--- src/rtl/crossing_gate_sequencer_if.sv ---
// rtl/crossing_gate_sequencer_if.sv - sensor/motor/indicator bundle for the crossing gate sequencer
// Optional bell signal present when CROSSING_BELL_EN is defined.
interface crossing_gate_sequencer_if;
  logic trw;
  logic tre;
  logic gate_down_ack;
  logic gate_up_ack;
  logic gate_cmd_down;
  logic gate_cmd_up;
  logic light;
  logic busy;
  logic fault;
`ifdef CROSSING_BELL_EN
  logic bell;
`endif

  modport slave (
    input  trw, tre, gate_down_ack, gate_up_ack,
`ifdef CROSSING_BELL_EN
    output bell,
`endif
    output gate_cmd_down, gate_cmd_up, light, busy, fault
  );

  modport master (
    output trw, tre, gate_down_ack, gate_up_ack,
`ifdef CROSSING_BELL_EN
    input  bell,
`endif
    input  gate_cmd_down, gate_cmd_up, light, busy, fault
  );
endinterface

--- src/rtl/crossing_gate_sequencer.sv ---
// rtl/crossing_gate_sequencer.sv - level-crossing gate/light sequencer driven by two track sensors
// Define CROSSING_BELL_EN to add the bell output (high in WARN and LOWER).
module crossing_gate_sequencer #(
  parameter int WARN_CYCLES    = 8,
  parameter int CLEAR_CYCLES   = 4,
  parameter int BLINK_DIV      = 2,
  parameter int TIMEOUT_CYCLES = 16
) (
  input logic clk,
  input logic reset,
  crossing_gate_sequencer_if.slave bus
);

  localparam int WMAX = WARN_CYCLES - 1;
  localparam int CMAX = CLEAR_CYCLES - 1;
  localparam int TMAX = TIMEOUT_CYCLES - 1;
  localparam int M1   = (WMAX > CMAX) ? WMAX : CMAX;
  localparam int MAXV = (M1 > TMAX) ? M1 : TMAX;
  localparam int CW   = (MAXV < 1) ? 1 : $clog2(MAXV + 1);
  localparam int BW   = (BLINK_DIV < 2) ? 1 : $clog2(BLINK_DIV);

  localparam logic [CW-1:0] WARN_LD  = CW'(WARN_CYCLES - 1);
  localparam logic [CW-1:0] CLEAR_LD = CW'(CLEAR_CYCLES - 1);
  localparam logic [CW-1:0] TMO_LD   = CW'(TIMEOUT_CYCLES - 1);
  localparam logic [BW-1:0] BLINK_LD = BW'(BLINK_DIV - 1);

  localparam logic [2:0] IDLE  = 3'd0;
  localparam logic [2:0] WARN  = 3'd1;
  localparam logic [2:0] LOWER = 3'd2;
  localparam logic [2:0] HOLD  = 3'd3;
  localparam logic [2:0] CLEAR = 3'd4;
  localparam logic [2:0] RAISE = 3'd5;
  localparam logic [2:0] FAULT = 3'd6;

  logic [2:0]    state, state_nx;
  logic [CW-1:0] cnt, cnt_nx;
  logic [BW-1:0] bcnt, bcnt_nx;
  logic          entry_w, entry_nx;
  logic          seen_exit, seen_nx;
  logic          light, light_nx;
  logic          any_sensor, opp_sensor;

  assign any_sensor = bus.trw | bus.tre;
  // The exit sensor is the one opposite to the side the train entered from.
  assign opp_sensor = entry_w ? bus.tre : bus.trw;

  always_comb begin
    state_nx = state;
    cnt_nx   = cnt;
    entry_nx = entry_w;
    seen_nx  = seen_exit;
    if ((state == WARN || state == LOWER || state == HOLD) && opp_sensor)
      seen_nx = 1'b1;

    case (state)
      IDLE: begin
        if (any_sensor) begin
          state_nx = WARN;
          cnt_nx   = WARN_LD;
          entry_nx = bus.trw;
          seen_nx  = 1'b0;
        end
      end
      WARN: begin
        if (cnt == '0) begin
          state_nx = LOWER;
          cnt_nx   = TMO_LD;
        end else begin
          cnt_nx = cnt - CW'(1);
        end
      end
      LOWER: begin
        if (bus.gate_down_ack) begin
          state_nx = HOLD;
        end else if (cnt == '0) begin
          state_nx = FAULT;
        end else begin
          cnt_nx = cnt - CW'(1);
        end
      end
      HOLD: begin
        if (seen_exit && !any_sensor) begin
          state_nx = CLEAR;
          cnt_nx   = CLEAR_LD;
        end
      end
      CLEAR: begin
        if (any_sensor) begin
          state_nx = HOLD;
          entry_nx = bus.trw;
          seen_nx  = 1'b0;
        end else if (cnt == '0) begin
          state_nx = RAISE;
          cnt_nx   = TMO_LD;
        end else begin
          cnt_nx = cnt - CW'(1);
        end
      end
      RAISE: begin
        // A new train beats the up-ack: the gate goes straight back down.
        if (any_sensor) begin
          state_nx = LOWER;
          cnt_nx   = TMO_LD;
          entry_nx = bus.trw;
          seen_nx  = 1'b0;
        end else if (bus.gate_up_ack) begin
          state_nx = IDLE;
        end else if (cnt == '0) begin
          state_nx = FAULT;
        end else begin
          cnt_nx = cnt - CW'(1);
        end
      end
      FAULT: state_nx = FAULT;
      default: state_nx = IDLE;
    endcase
  end

  always_comb begin
    light_nx = light;
    bcnt_nx  = bcnt;
    case (state)
      IDLE: begin
        if (state_nx == WARN) begin
          light_nx = 1'b1;
          bcnt_nx  = BLINK_LD;
        end else begin
          light_nx = 1'b0;
        end
      end
      FAULT: light_nx = 1'b1;
      default: begin
        if (state_nx == IDLE) begin
          light_nx = 1'b0;
        end else if (state_nx == FAULT) begin
          light_nx = 1'b1;
        end else if (bcnt == '0) begin
          light_nx = ~light;
          bcnt_nx  = BLINK_LD;
        end else begin
          bcnt_nx = bcnt - BW'(1);
        end
      end
    endcase
  end

  always_ff @(posedge clk or posedge reset) begin
    if (reset) begin
      state     <= IDLE;
      cnt       <= '0;
      bcnt      <= '0;
      entry_w   <= 1'b0;
      seen_exit <= 1'b0;
      light     <= 1'b0;
    end else begin
      state     <= state_nx;
      cnt       <= cnt_nx;
      bcnt      <= bcnt_nx;
      entry_w   <= entry_nx;
      seen_exit <= seen_nx;
      light     <= light_nx;
    end
  end

  assign bus.gate_cmd_down = (state == LOWER);
  assign bus.gate_cmd_up   = (state == RAISE);
  assign bus.busy          = (state != IDLE);
  assign bus.fault         = (state == FAULT);
  assign bus.light         = light;
`ifdef CROSSING_BELL_EN
  assign bus.bell          = (state == WARN) || (state == LOWER);
`endif

endmodule

--- src/flat_wrapper.sv ---
// flat-port wrapper written by rule: the top's interface ports become plain ports
module crossing_gate_sequencer_flat 
#(
  parameter int WARN_CYCLES    = 8,
  parameter int CLEAR_CYCLES   = 4,
  parameter int BLINK_DIV      = 2,
  parameter int TIMEOUT_CYCLES = 16
)
  (clk, reset, bus_trw, bus_tre, bus_gate_down_ack, bus_gate_up_ack, bus_gate_cmd_down, bus_gate_cmd_up, bus_light, bus_busy, bus_fault);
  crossing_gate_sequencer_if bus_i ();
  input logic clk;
  input logic reset;
  input wire logic [$bits(bus_i.trw)-1:0] bus_trw;
  input wire logic [$bits(bus_i.tre)-1:0] bus_tre;
  input wire logic [$bits(bus_i.gate_down_ack)-1:0] bus_gate_down_ack;
  input wire logic [$bits(bus_i.gate_up_ack)-1:0] bus_gate_up_ack;
  output wire logic [$bits(bus_i.gate_cmd_down)-1:0] bus_gate_cmd_down;
  output wire logic [$bits(bus_i.gate_cmd_up)-1:0] bus_gate_cmd_up;
  output wire logic [$bits(bus_i.light)-1:0] bus_light;
  output wire logic [$bits(bus_i.busy)-1:0] bus_busy;
  output wire logic [$bits(bus_i.fault)-1:0] bus_fault;
  assign bus_i.trw = bus_trw;
  assign bus_i.tre = bus_tre;
  assign bus_i.gate_down_ack = bus_gate_down_ack;
  assign bus_i.gate_up_ack = bus_gate_up_ack;
  assign bus_gate_cmd_down = bus_i.gate_cmd_down;
  assign bus_gate_cmd_up = bus_i.gate_cmd_up;
  assign bus_light = bus_i.light;
  assign bus_busy = bus_i.busy;
  assign bus_fault = bus_i.fault;
  crossing_gate_sequencer #(.WARN_CYCLES(WARN_CYCLES), .CLEAR_CYCLES(CLEAR_CYCLES), .BLINK_DIV(BLINK_DIV), .TIMEOUT_CYCLES(TIMEOUT_CYCLES)) u_core (.clk(clk), .reset(reset), .bus(bus_i));
endmodule
--- config.mk ---
export PLATFORM = sky130hd
export DESIGN_NAME = crossing_gate_sequencer_flat
export DESIGN_NICKNAME = d
export VERILOG_FILES = /design/src/rtl/crossing_gate_sequencer_if.sv /design/src/rtl/crossing_gate_sequencer.sv /design/src/flat_wrapper.sv
export SDC_FILE = /design/constraint.sdc
export NUM_CORES = 1
export LEC_CHECK = 0
export ABC_AREA = 1
export BUFFER_PORTS_ARGS = -buffer_cell sky130_fd_sc_hd__buf_4
export CAP_MARGIN = 20
export CORE_MARGIN = 1.5
export CORE_UTILIZATION = 40
export CTS_CLUSTER_DIAMETER = 200
export CTS_CLUSTER_SIZE = 24
export DETAILED_ROUTE_END_ITERATION = 10
export GPL_ROUTABILITY_DRIVEN = 1
export GPL_TIMING_DRIVEN = 1
export PLACE_DENSITY = 0.63
export SYNTH_ARGS = -nofsm -noshare
export SYNTH_HDL_FRONTEND = slang
export SYNTH_SLANG_ARGS = --single-unit
--- constraint.sdc ---
create_clock -name clk -period 2.85 [get_ports clk]
set_clock_uncertainty 0.05 [all_clocks]
set_input_delay 0.4275 -clock clk [delete_from_list [all_inputs] [get_ports clk]]
set_output_delay 0.4275 -clock clk [all_outputs]
set_load 0.03 [all_outputs]
* Word-level counts from Yosys, hierarchy flattened
Cells that the tools add are included.
Operators by class: bitwise gates (word level) 3, equality and inequality tests 17, add/sub/neg operators 2, mux-type cells 33, reductions and logical operators 14
Operators with widths (count):
- 4-bit 2-to-1 mux | 8
- 3-bit 2-to-1 mux | 9
- 4-bit one-hot mux with 6 select lines | 1
- 3-bit one-hot mux with 7 select lines | 1
- 3-bit == test (second input constant) | 4
- 1-bit 2-to-1 mux | 12
- 2-bit inequality test (second input constant) | 5
- 3-bit by 1-bit == test with 1-bit output (second input constant) | 2
- 3-bit by 2-bit == test with 1-bit output (second input constant) | 2
- 3-bit logical NOT | 2
- 6-bit AND reduction | 1
- 6-bit nonzero test | 1
- 5-bit inequality test (second input constant) | 1
- 4-bit logical NOT | 1
- 2-bit by 1-bit inequality test with 1-bit output (second input constant) | 2
- 1-bit one-hot mux with 2 select lines | 2
- 4-bit AND reduction | 1
- 4-bit by 1-bit subtractor with 4-bit output (second input constant) | 1
- 3-bit by 2-bit inequality test with 1-bit output (second input constant) | 1
- 3-bit nonzero test | 1
- 3-bit OR reduction | 1
- 1-bit logical AND | 2
- 1-bit logical OR | 2
- 1-bit NOT | 2
- other kinds (4) | 4
Storage, ports and cells: logic and storage cells 75, output and inout port bits 5, bits in registers 11, bits of input ports 6

* Logic depth before layout (Yosys ltp)
depth after elaboration 9, depth in mapped cells 15, depth with buffers taken out 15

* Worst setup path before layout
No wires, ideal clock.
kind register to register, start reg u_core.cnt[0], end reg u_core.cnt[0], buffers on the path 0, cell stages (with the launch flop) 11, setup slack 1086 ps, data required time 2664 ps, arrival 1577 ps, period minus slack after synthesis 1764 ps, path through dfrtp_1 -> inv_1 -> ha_1 -> nand2_1 -> nor2_1 -> inv_1 -> ha_1 -> o21ai_0 -> o211ai_1 -> o21ai_0 -> o21ai_0
Between the ends: cells in the longest elaborated chain, start to end 5
Ends and longest elaborated chain:
- start, declared | RTL line crossing_gate_sequencer.sv:36 | logic [CW-1:0] cnt, cnt_nx;
- start signal, assigned | RTL line crossing_gate_sequencer.sv:157 | cnt <= cnt_nx;
- 4-bit by 1-bit subtractor with 4-bit output / 4-bit logical NOT (equally long branches)
- 4-bit 2-to-1 mux | RTL line crossing_gate_sequencer.sv:75, crossing_gate_sequencer.sv:108
- 4-bit 2-to-1 mux | RTL line crossing_gate_sequencer.sv:106 | end else if (bus.gate_up_ack) begin
- 4-bit 2-to-1 mux | RTL line crossing_gate_sequencer.sv:101 | if (any_sensor) begin
- 4-bit one-hot mux with 6 select lines (*) | RTL line crossing_gate_sequencer.sv:55 | case (state)
Every way passes the cells marked *; elsewhere a longest branch is shown, timed or not. The select of a mux whose other input is x is not followed. A chain may end at the register's enable or synchronous reset.

* Worst setup path in the final report
Ends and elaborated chain as after synthesis.

==> impl_results.md <==
- DRT antenna net count: 0
- Gate Count Post-Synth: about 140
- Post-synthesis instance area: approximately 850 um2
- Chip height: 49.1 um
- Actual slew at the worst max-slew pin: around 430 ps
- Clock Power Share: a little under 9%
- CTS clock-pin slew for the worst setup and hold paths: around 70 ps
- Number of setup violations in the final report: 0
- Synthesis-stage register bit count: 11
- Vias after detailed routing: around 830
- Clock Sinks: 11
- Startpoint of the most critical register-to-register path: u_core.cnt[0]
- Cell types with the largest area share after synthesis: dfrtp_1, nand2_1, inv_1
- Total power density per cell area: about 1200 nW/um2
- Detail-routed via count per cell: around 4.8
- Count of flip-flops with a built-in enable after synthesis: 0
- Maximum root-to-sink buffer count: 2
- Max-slew violations: 0
- Final #Nets: about 160
- Fraction of the yosys area taken by sequential cells: 32.4%
- Die Footprint: between 2000 and 2500 um2
- LEAKAGE: ~0.57 nW
- Global placement routability congestion: slightly below 0.9
- Max-cap violation count: 0
- Netlist cell types: 22
- Total Wirelength: around 1800 um
- Worst-case register-to-register setup slack: ~810 ps
- Destination of the worst register-to-register timing path: u_core.cnt[0]
- Clock period minus worst slack: a little over 2000 ps
- Via count of the first global-routing pass: about 730
- Per-cell routed wire length: 10.3 um
- Critical path fanouts, max: 5
- Number of buffers inserted during clock tree synthesis: 3
- Proportion of register bits with asynchronous set or reset after synthesis: 100%
- Die boundary width: 49.1 um
- WP data required: slightly below 3000 ps
- Clock Root Buffer: clkbuf_4
- Crit path capture: u_core.cnt[0]
- RSZ-0062 raised after global routing: false
- Critical path launch point: u_core.cnt[0]
- Post-Layout Inst Area: a little under 1000 um2
- Crit start category: flip-flop
- Cell taking the most area after synthesis: dfrtp_1
- Proportion of power drawn by flip-flops and latches: 25.6%
- Post-placement cell area: approximately 950 um2
- Final antenna diode count: 0
- Internal: around 0.57 mW
- Headroom to the max-slew limit: a little under three quarters
- Fraction of post-synthesis cell area in the top cell type by area: about 32%
- Highest attainable clock frequency: approximately 500 MHz
- Post-route worst hold slack: about 100 ps
- Setup crit end kind: flip-flop
- Switching Fraction: approximately half
- # rows: 16
- Number of resized instances in the post-cts repair step: 0
- Yosys warning count: 0
- Setup bufs post-CTS: 0
- Fraction of layout cells with a size suffix above 1: between 10% and 20%
- Number of cells on the worst reg-to-reg path: 10
- Detailed-router iteration count before antenna repair: 4
- Worst-Skew Late Latency: roughly 260 ps
- Switching power: between 0.6 and 0.7 mW
- Antenna violations before repair: 0
- Area added between synthesis and finish: 14.6%
- Maximum vdd drop: roughly 0.64 mV
- DRT iter0 DRCs: 32
- Wire length of the first global-routing pass: 3140 um
- Quantity of hold-fixing buffers added after cts: 0
- Number of buffer cells added on primary ports: 10
- Class of the most critical hold timing path: input pin to async pin
- DRC: 0
- Final TNS setup: 0 ps
- Effective utilization at floorplan: 42.9%
- CTS tree: done
- GR Overflow Total: 0
- Combinational share of power: roughly two thirds
- Post-Synthesis Net Count: approximately 140
- Num ports: 11
- Arr. time, crit path: 2120 ps
- Outcome: finished, final reports clean
- Sum of net half-perimeters after detailed placement: about 1500 um
- Most common cell after layout, fill and taps aside: nand2_1
- Number of endpoints with negative hold slack in the final report: 0
- Most frequently used flop master after synthesis: dfrtp_1
- Mean Syn Cell Area: around 6.3 um2
- Worst Setup Path Type: flip-flop to flip-flop
- Total global routing track utilization: 16.7%
- Commonest cells after routing, fill and taps aside: nand2_1, inv_1, nor2_1, dfrtp_1
- Period utilization: a little under three quarters
- Largest net degree at the start of global routing: 12
- H-tree levels: 1
- Core Area: a little under 2000 um2
==> cell families after synthesis <==
kind of cell | count (synthesis) | share of synthesized area (%)
XOR/XNOR | 1 | 1.03
flip-flops | 11 | 32.4
buffers and inverters | 24 | 11.5
adder cells (fa/ha/maj) | 2 | 2.95
AND/OR/NAND/NOR | 78 | 39.5
AO/OA/AOI/OAI | 19 | 12.7
==> per-stage QoR <==
step	util [%]	cells	setup WS (ps)	total power, mW
4_1_cts	49.1	175	820	1.19
2_1_floorplan	-	135	1090	0.904
6_report	49.1	175	814	1.18
5_1_grt	49.1	175	639	1.31
3_5_place_dp	47.8	171	838	1.08
3_3_place_gp	47.8	171	855	1.06
==> critical path: stages (launching register included) <==
cell	delay, ps
dfrtp_1	390
inv_1	110
ha_1	170
nand2_1	70
nor2_1	230
inv_1	150
ha_1	310
o21ai_0	70
o211ai_1	110
o21ai_0	160
o21ai_0	100
==> worst min-delay path by stage <==
stage	startpoint	slack, ps	depth (start not counted)	endpoint
2_1_floorplan	reset	230	1	u_core.bcnt
3_3_place_gp	reset	410	2	u_core.bus.light
3_5_place_dp	reset	400	2	u_core.bus.light
4_1_cts	reset	110	2	u_core.bus.light
5_1_grt	reset	130	2	u_core.bus.light
6_report	reset	100	2	u_core.bus.light
==> power groups by stage <==
stage / clock (mW) / sequential, mW / combinational, mW
finish: 0.104 / 0.302 / 0.774
global placement: 0 / 0.305 / 0.760
CTS: 0.111 / 0.302 / 0.776
detailed placement: 0 / 0.305 / 0.773
floorplan: 0 / 0.297 / 0.607
global route: 0.117 / 0.312 / 0.884
==> registers in the layout, summed over array words and instances, names as in the netlist <==
name,cells
u_core.bcnt,1
u_core.bus.light,1
u_core.cnt,4
u_core.entry_w,1
u_core.seen_exit,1
u_core.state,3
==> cell usage after synthesis (2+ instances only) <==
library cell	count
nand2_2	2
a21oi_1	6
dfrtp_1	11
nand2_1	37
nor3_1	2
ha_1	2
nand3_1	10
nor2_2	2
inv_1	23
nor2_1	20
nand4_1	2
o21ai_0	8
==> area by class of cell <==
cell class	instances	area (um2)
clock buffers	4	26.3
fillers	202	1010
inverters	23	86.3
multi-input cells	100	477
flip-flops and latches	11	275
well taps	27	33.8
repair buffers	10	75.1
==> metal layers <==
| metal | track usage, % | up-vias | part of all wire (%) |
|---|---|---|---|
| li1 | - | 452 | - |
| met1 | 24.4 | 352 | 51 |
| met2 | 24.1 | 26 | 44 |
| met3 | 1.84 | 2 | 4.8 |
| met4 | 8.57 | 0 | 0.33 |
| met5 | 0 | - | 0 |
(Power assumes the default switching activity.)
